`config.mk`:
```
export PLATFORM = sky130hd
export DESIGN_NAME = rwc_chal_seq_flat
export DESIGN_NICKNAME = d
export VERILOG_FILES = /design/src/rtl/rwc_pkg.sv /design/src/rtl/rwc_chal_seq_if.sv /design/src/rtl/rwc_lfsr32.sv /design/src/rtl/rwc_chal_seq.sv /design/src/flat_wrapper.sv
export SDC_FILE = /design/constraint.sdc
export NUM_CORES = 1
export LEC_CHECK = 0
export CAP_MARGIN = 10
export CORE_MARGIN = 2
export CORE_UTILIZATION = 30
export CTS_BUF_LIST = sky130_fd_sc_hd__clkbuf_4
export CTS_CLUSTER_DIAMETER = 60
export DETAILED_ROUTE_END_ITERATION = 8
export PLACE_DENSITY = 0.57
export SYNTH_ARGS = -nofsm -noshare
export SYNTH_HDL_FRONTEND = slang
export SYNTH_SLANG_ARGS = --single-unit
```
`constraint.sdc`:
```
create_clock -name clk -period 2.12 [get_ports clk]
set_input_delay 0.53 -clock clk [delete_from_list [all_inputs] [get_ports clk]]
set_output_delay 0.53 -clock clk [all_outputs]
set_load 0.01 [all_outputs]
```
`src/rtl/rwc_pkg.sv`:
```
// Shared types and constants for the read-write collision challenge path.
// Used by the sequencer and the host-side challenge generator.
package rwc_pkg;

   typedef enum logic [2:0] {
      IDLE,
      ISSUE,
      WAIT_LO,
      WAIT_HI,
      CAPTURE,
      OUTPUT,
      DONE
   } state_t;

   localparam logic [31:0] LFSR_POLY     = 32'h80200003;
   localparam logic [31:0] LFSR_ZERO_SUB = 32'h1;

   function automatic logic [31:0] lfsr_next(input logic [31:0] s);
      return (s >> 1) ^ (s[0] ? LFSR_POLY : 32'h0);
   endfunction

endpackage

```
`src/rtl/rwc_chal_seq_if.sv`:
```
// Generator request/response bundle plus upstream response handshake.
// master = sequencer side, slave = generator/consumer side.
interface rwc_chal_seq_if #(
   parameter int ADDR_W = 10,
   parameter int DATA_W = 32
);
   logic              gen_enable;
   logic [DATA_W-1:0] cha_data;
   logic [ADDR_W-1:0] cha_addr;
   logic              available;
   logic [DATA_W-1:0] rsp_pos;
   logic [DATA_W-1:0] rsp_neg;
   logic              resp_valid;
   logic [DATA_W-1:0] resp_data;
   logic [7:0]        resp_idx;
   logic              resp_ready;

   modport master (
      output gen_enable, cha_data, cha_addr,
      output resp_valid, resp_data, resp_idx,
      input  available, rsp_pos, rsp_neg, resp_ready
   );

   modport slave (
      input  gen_enable, cha_data, cha_addr,
      input  resp_valid, resp_data, resp_idx,
      output available, rsp_pos, rsp_neg, resp_ready
   );
endinterface

```
`src/rtl/rwc_lfsr32.sv`:
```
// 32-bit Galois LFSR with load/step; a zero seed is replaced so the
// register can never lock up in the all-zero state.
module rwc_lfsr32
   import rwc_pkg::*;
(
   input  logic        clk,
   input  logic        rst_n,
   input  logic        load,
   input  logic [31:0] seed,
   input  logic        step,
   output logic [31:0] state
);

   always_ff @(posedge clk or negedge rst_n) begin
      if (!rst_n) begin
         state <= LFSR_ZERO_SUB;
      end else if (load) begin
         state <= (seed == 32'h0) ? LFSR_ZERO_SUB : seed;
      end else if (step) begin
         state <= lfsr_next(state);
      end
   end

endmodule

```
`src/rtl/rwc_chal_seq.sv`:
```
// Challenge sequencer: issues NUM_CHAL LFSR challenges to the generator
// and returns rsp_pos ^ rsp_neg per challenge over valid/ready.
module rwc_chal_seq
   import rwc_pkg::*;
#(
   parameter int NUM_CHAL = 8,
   parameter int ADDR_W   = 10,
   parameter int DATA_W   = 32,
   parameter int TIMEOUT  = 16
) (
   input  logic              clk,
   input  logic              rst_n,
   input  logic              start,
   input  logic [31:0]       seed,
   input  logic [ADDR_W-1:0] base_addr,
   output logic              busy,
   output logic              done,
   output logic              err,
   rwc_chal_seq_if.master    bus
);

   localparam int TW = $clog2(TIMEOUT + 1);
   localparam logic [TW-1:0] T_LAST = TW'(TIMEOUT - 1);
   localparam logic [7:0] I_LAST = 8'(NUM_CHAL - 1);

   state_t            state_q;
   state_t            state_d;
   logic [31:0]       lfsr;
   logic              lfsr_load;
   logic              lfsr_step;
   logic [ADDR_W-1:0] addr;
   logic [7:0]        idx;
   logic [TW-1:0]     tcnt;
   logic              hs;
   logic              t_exp;

   assign hs    = bus.resp_valid && bus.resp_ready;
   assign t_exp = (tcnt == T_LAST);
   assign busy  = (state_q != IDLE);
   assign done  = (state_q == DONE);

   rwc_lfsr32 u_lfsr (
      .clk   (clk),
      .rst_n (rst_n),
      .load  (lfsr_load),
      .seed  (seed),
      .step  (lfsr_step),
      .state (lfsr)
   );

   always_ff @(posedge clk or negedge rst_n) begin
      if (!rst_n) state_q <= IDLE;
      else        state_q <= state_d;
   end

   always_comb begin
      state_d   = state_q;
      lfsr_load = 1'b0;
      lfsr_step = 1'b0;
      unique case (state_q)
         IDLE: begin
            if (start) begin
               lfsr_load = 1'b1;
               state_d   = ISSUE;
            end
         end
         ISSUE: begin
            if (bus.available) state_d = WAIT_LO;
         end
         WAIT_LO: begin
            if (t_exp)               state_d = DONE;
            else if (!bus.available) state_d = WAIT_HI;
         end
         // reaching CAPTURE on the last allowed cycle still counts
         WAIT_HI: begin
            if (bus.available) state_d = CAPTURE;
            else if (t_exp)    state_d = DONE;
         end
         CAPTURE: state_d = OUTPUT;
         OUTPUT: begin
            if (hs) begin
               lfsr_step = 1'b1;
               state_d   = (idx == I_LAST) ? DONE : ISSUE;
            end
         end
         DONE:    state_d = IDLE;
         default: state_d = IDLE;
      endcase
   end

   always_ff @(posedge clk or negedge rst_n) begin
      if (!rst_n) begin
         bus.gen_enable <= 1'b0;
         bus.cha_data   <= '0;
         bus.cha_addr   <= '0;
         bus.resp_valid <= 1'b0;
         bus.resp_data  <= '0;
         bus.resp_idx   <= '0;
         err            <= 1'b0;
         addr           <= '0;
         idx            <= '0;
         tcnt           <= '0;
      end else begin
         bus.gen_enable <= 1'b0;
         unique case (state_q)
            IDLE: begin
               if (start) begin
                  addr <= base_addr;
                  idx  <= '0;
                  err  <= 1'b0;
               end
            end
            ISSUE: begin
               if (bus.available) begin
                  bus.gen_enable <= 1'b1;
                  bus.cha_data   <= DATA_W'(lfsr);
                  bus.cha_addr   <= addr;
                  tcnt           <= '0;
               end
            end
            WAIT_LO, WAIT_HI: begin
               tcnt <= tcnt + 1'b1;
               if (state_d == DONE) begin
                  err          <= 1'b1;
                  bus.cha_data <= '0;
                  bus.cha_addr <= '0;
               end
            end
            CAPTURE: begin
               bus.resp_data  <= bus.rsp_pos ^ bus.rsp_neg;
               bus.resp_idx   <= idx;
               bus.resp_valid <= 1'b1;
            end
            OUTPUT: begin
               if (hs) begin
                  bus.resp_valid <= 1'b0;
                  addr           <= addr + 1'b1;
                  idx            <= idx + 8'd1;
               end
            end
            default: ;
         endcase
      end
   end

endmodule

```
`src/flat_wrapper.sv`:
```
// flat-port wrapper written by rule: the top's interface ports become plain ports
module rwc_chal_seq_flat import rwc_pkg::*;
#(
   parameter int NUM_CHAL = 8,
   parameter int ADDR_W   = 10,
   parameter int DATA_W   = 32,
   parameter int TIMEOUT  = 16
)
  (clk, rst_n, start, seed, base_addr, busy, done, err, bus_gen_enable, bus_cha_data, bus_cha_addr, bus_resp_valid, bus_resp_data, bus_resp_idx, bus_available, bus_rsp_pos, bus_rsp_neg, bus_resp_ready);
  rwc_chal_seq_if #(.ADDR_W(ADDR_W), .DATA_W(DATA_W)) bus_i ();
  input  logic clk;
  input  logic rst_n;
  input  logic start;
  input  logic [31:0] seed;
  input  logic [ADDR_W-1:0] base_addr;
  output logic busy;
  output logic done;
  output logic err;
  output wire logic [$bits(bus_i.gen_enable)-1:0] bus_gen_enable;
  output wire logic [$bits(bus_i.cha_data)-1:0] bus_cha_data;
  output wire logic [$bits(bus_i.cha_addr)-1:0] bus_cha_addr;
  output wire logic [$bits(bus_i.resp_valid)-1:0] bus_resp_valid;
  output wire logic [$bits(bus_i.resp_data)-1:0] bus_resp_data;
  output wire logic [$bits(bus_i.resp_idx)-1:0] bus_resp_idx;
  input wire logic [$bits(bus_i.available)-1:0] bus_available;
  input wire logic [$bits(bus_i.rsp_pos)-1:0] bus_rsp_pos;
  input wire logic [$bits(bus_i.rsp_neg)-1:0] bus_rsp_neg;
  input wire logic [$bits(bus_i.resp_ready)-1:0] bus_resp_ready;
  assign bus_gen_enable = bus_i.gen_enable;
  assign bus_cha_data = bus_i.cha_data;
  assign bus_cha_addr = bus_i.cha_addr;
  assign bus_resp_valid = bus_i.resp_valid;
  assign bus_resp_data = bus_i.resp_data;
  assign bus_resp_idx = bus_i.resp_idx;
  assign bus_i.available = bus_available;
  assign bus_i.rsp_pos = bus_rsp_pos;
  assign bus_i.rsp_neg = bus_rsp_neg;
  assign bus_i.resp_ready = bus_resp_ready;
  rwc_chal_seq #(.NUM_CHAL(NUM_CHAL), .ADDR_W(ADDR_W), .DATA_W(DATA_W), .TIMEOUT(TIMEOUT)) u_core (.clk(clk), .rst_n(rst_n), .start(start), .seed(seed), .base_addr(base_addr), .busy(busy), .done(done), .err(err), .bus(bus_i));
endmodule
```
==> results_tabular.tex <==
\begin{tabular}{lr}
\hline
Metric & Value \\
\hline
\multicolumn{2}{l}{\textbf{Outcome}} \\
Result of the run & complete, but fails checks \\
Violations in the final reports & setup timing \\
\multicolumn{2}{l}{\textbf{Global route}} \\
Global-route wire length before repair & 30400 um \\
Number of global-route vias before repair & 5787 \\
Largest net degree at the start of global routing & 63 \\
Antenna violations before repair & 1 \\
Final global-route overflow total & 0 \\
All-layer global routing usage & 17.1\% \\
\multicolumn{2}{l}{\textbf{Timing}} \\
Final min period & 2240 ps \\
Number of failing setup endpoints in the final timing report & 43 \\
RSZ-0062 raised after global routing & yes \\
Share of the clock period used by the worst path after layout & 106\% \\
Post-route worst setup slack & -124 ps \\
Slew of the pin with the lowest slew margin & 380 ps \\
Slew Limit Headroom & 74.7\% \\
Number of hold violations in the final report & 0 \\
Upper clock frequency limit & 446 MHz \\
Max Clock Skew & 22.9 ps \\
Final max-slew violation count & 0 \\
Post-Route Hold Slack & 445 ps \\
\multicolumn{2}{l}{\textbf{Clock network}} \\
Clock slew at the register clock pins of the worst setup and hold paths & 130 ps \\
Worst-case clock buffer depth & 2 \\
H-tree levels & 4 \\
Clock latency on the worst-skew pair & 540 ps \\
Number of buffers created by CTS & 17 \\
Root Driver & sky130\_fd\_sc\_hd\_\_clkbuf\_4 \\
Clock tree sinks & 143 \\
CTS tree & built \\
\multicolumn{2}{l}{\textbf{Final layout}} \\
Most common library cell in the layout ignoring fill and taps & sky130\_fd\_sc\_hd\_\_clkdlybuf4s50\_1 \\
Layout overhead on the synthesized area & 48.9\% \\
Layout fillers & 2112 \\
Fraction of layout instances using a drive strength above 1 & 14.9\% \\
Non-filler instance count after layout & 1221 \\
Area of combinational cells with multiple inputs & 2890 um2 \\
Area taken by flip-flops and latches & 3580 um2 \\
Layout Nets & 1045 \\
Most frequent cells in the layout & sky130\_fd\_sc\_hd\_\_clkdlybuf4s50\_1, sky130\_fd\_sc\_hd\_\_nand2\_1, sky130\_fd\_sc\_hd\_\_dfrtp\_1 \\
\multicolumn{2}{l}{\textbf{Logic synthesis}} \\
Synth area leaders & sky130\_fd\_sc\_hd\_\_dfrtp\_1, sky130\_fd\_sc\_hd\_\_nand2\_1, sky130\_fd\_sc\_hd\_\_o21ai\_0 \\
Post-Syn Nets & 812 \\
Post-synthesis cell type with the largest combined area & sky130\_fd\_sc\_hd\_\_dfrtp\_1 \\
Number of distinct standard cells referenced by the synthesized netlist & 55 \\
Number of warning messages in the yosys log & 0 \\
Portion of synthesized cell area occupied by the leading cell type & 54.3\% \\
Cell Area, Synth & 6550 um2 \\
Post-synthesis area per instance & 9.41 um2 \\
Async S/R FF share, synth & 100\% \\
Number of enable flip-flop cells after synthesis & 0 \\
Post-Synthesis Cells & 696 \\
Flip-flop and latch count after synthesis & 143 \\
Most used flip-flop cell after synthesis & sky130\_fd\_sc\_hd\_\_dfrtp\_1 \\
Sequential fraction of the synthesis area & 54.7\% \\
\multicolumn{2}{l}{\textbf{Detailed routing}} \\
Post-DR vias/cell & 4.81 \\
Via count & 5874 \\
Remaining antenna violation count & 0 \\
Number of remaining DRC errors & 0 \\
Violation count after the first detailed-route iteration & 269 \\
Wirelength per Cell & 15.8 um \\
Detailed Routing Iterations Pass 1 & 4 \\
Routed wire length & 19300 um \\
\multicolumn{2}{l}{\textbf{Floorplan}} \\
Die span in y & 152 um \\
Horiz. Die Dim & 152 um \\
Die footprint & 23000 um2 \\
Starting density of the core & 30.3\% \\
Num rows & 54 \\
Area inside the core boundary & 21600 um2 \\
Number of placed I/O pins & 198 \\
\multicolumn{2}{l}{\textbf{Place}} \\
Instance count after placement with tap cells included & 1177 \\
HPWL after detailed placement & 13700 um \\
Number of buffers added on ports & 197 \\
Placer's final routability congestion estimate & 0.799 \\
\multicolumn{2}{l}{\textbf{Critical path}} \\
Capture instance of the worst register-to-register path & u\_core.bus.cha\_data[0] \\
Data arrival time of the worst path & 2680 ps \\
Crit path capture & u\_core.bus.cha\_data[0] \\
Slack of the worst reg-to-reg path & -120 ps \\
Req. time, crit path & 2550 ps \\
Worst Path Class, Setup & reg2reg \\
Worst-path fanout max & 7 \\
Critical path capture point type & register \\
Startpoint type of the worst setup path & register \\
CP startpoint & u\_core.idx[5] \\
Worst r2r path cells & 6 \\
Reg-to-Reg Start & u\_core.idx[5] \\
\multicolumn{2}{l}{\textbf{Pwr}} \\
Worst IR Drop VDD & 0.438 mV \\
PD cells & 1250 nW/um2 \\
Leakage power summed over all cells & 4.05 nW \\
Overall power consumption & 12.2 mW \\
\multicolumn{2}{l}{\textbf{Hold path}} \\
Type of the worst min-delay path & in2async \\
\multicolumn{2}{l}{\textbf{Job}} \\
Number of max-capacitance violations reported & 0 \\
\hline
\end{tabular}
worst min-delay path by stage:
stage,startpoint,endpoint,slack [ps],depth (start not counted)
2_1_floorplan,rst_n,u_core.addr[0],230,0
5_1_grt,rst_n,u_core.bus.cha_data[13],410,2
4_1_cts,rst_n,u_core.bus.cha_data[21],410,2
3_3_place_gp,rst_n,u_core.bus.cha_data[15],460,1
3_5_place_dp,rst_n,u_core.bus.cha_data[15],460,1
6_report,rst_n,u_core.bus.cha_data[16],450,2
per-stage QoR:
stage	TNS [ps]	utilization [%]	cell area (um2)	setup WS [ps]
2_1_floorplan	-1260	-	6550	-35.9
3_3_place_gp	-18290	42.5	9200	-320
3_5_place_dp	-19450	42.5	9200	-342
4_1_cts	-4030	44.6	9640	-141
5_1_grt	-5660	45.1	9750	-177
6_report	-3150	45.1	9750	-124
what timing repair did:
action                                  4_1_cts  5_1_grt
gates resized for setup                      53       30
gates cloned                                  2        1
pin swaps                                     9       13
setup buffers                                 8        1
endpoints found under the setup margin       46       49
endpoints found under the hold margin        30        0
hold buffers                                  1        0
cell usage after synthesis, types with 5 or more instances:
cell and count:
sky130_fd_sc_hd__nand2_1 153, sky130_fd_sc_hd__o22ai_1 6, sky130_fd_sc_hd__ha_1 5, sky130_fd_sc_hd__clkbuf_1 31, sky130_fd_sc_hd__nand3_1 11, sky130_fd_sc_hd__mux2_2 8
sky130_fd_sc_hd__a21oi_1 46, sky130_fd_sc_hd__and3_1 5, sky130_fd_sc_hd__mux2i_1 10, sky130_fd_sc_hd__a31oi_1 22, sky130_fd_sc_hd__o21ai_0 67, sky130_fd_sc_hd__dfrtp_1 142
sky130_fd_sc_hd__xnor2_1 36, sky130_fd_sc_hd__nor4_1 8, sky130_fd_sc_hd__nand4_1 7, sky130_fd_sc_hd__nor2_1 68, sky130_fd_sc_hd__buf_1 5
logic make-up after synthesis:
kind of cell | count (synthesis) | synth area share [%]
AOI/OAI and AO/OA | 164 | 14.4
buffers and inverters | 49 | 3.34
and+or+nand+nor | 278 | 18.5
DFF | 143 | 54.7
adders and majority gates | 5 | 0.956
xor gates and xnor gates | 39 | 5.22
muxes | 18 | 2.91
routing by layer:
metal | part of all wire, % | vias to the layer above | global-route usage [%]
li1 | - | 2867 | -
met4 | 1.2 | 0 | 5.05
met5 | 0 | - | 0
met3 | 4.6 | 17 | 3.89
met2 | 50 | 148 | 27.7
met1 | 44 | 2842 | 22.9
cell type report:
| class | instances | area share (%) |
|---|---|---|
| inverter | 5 | 0.193 |
| multi-input combinational | 504 | 29.6 |
| sequential | 143 | 36.8 |
| tap | 280 | 3.59 |
| clock inverter | 12 | 1.26 |
| clock buffer | 18 | 1.39 |
| antenna | 1 | 0.0257 |
| timing repair buffer | 258 | 27.1 |
sequential cells by signal, summed over array words and instances, names as in the netlist, 5 cells and up:
register              count
u_core.bus.resp_data     32
u_core.idx                8
u_core.bus.cha_data      32
u_core.u_lfsr.state      32
u_core.tcnt               5
u_core.bus.cha_addr      10
u_core.addr              10
u_core.bus.resp_idx       8
power breakdown:
group	total (mW)	internal [mW]	switching [mW]	leakage, nW
clock network	1.68	0.687	0.990	0.135
registers	4.75	3.91	0.836	1.71
logic	5.80	3.03	2.77	2.21
total	12.2	7.63	4.60	4.05
critical path: stages (launching register included):
cell	delay, ps
sky130_fd_sc_hd__dfrtp_1	410
sky130_fd_sc_hd__or4_4	550
sky130_fd_sc_hd__or4_4	470
sky130_fd_sc_hd__a211oi_4	320
sky130_fd_sc_hd__buf_6	170
sky130_fd_sc_hd__clkbuf_16	150
sky130_fd_sc_hd__o21ai_0	80
No activity file was read; power rests on OpenSTA's default activity.
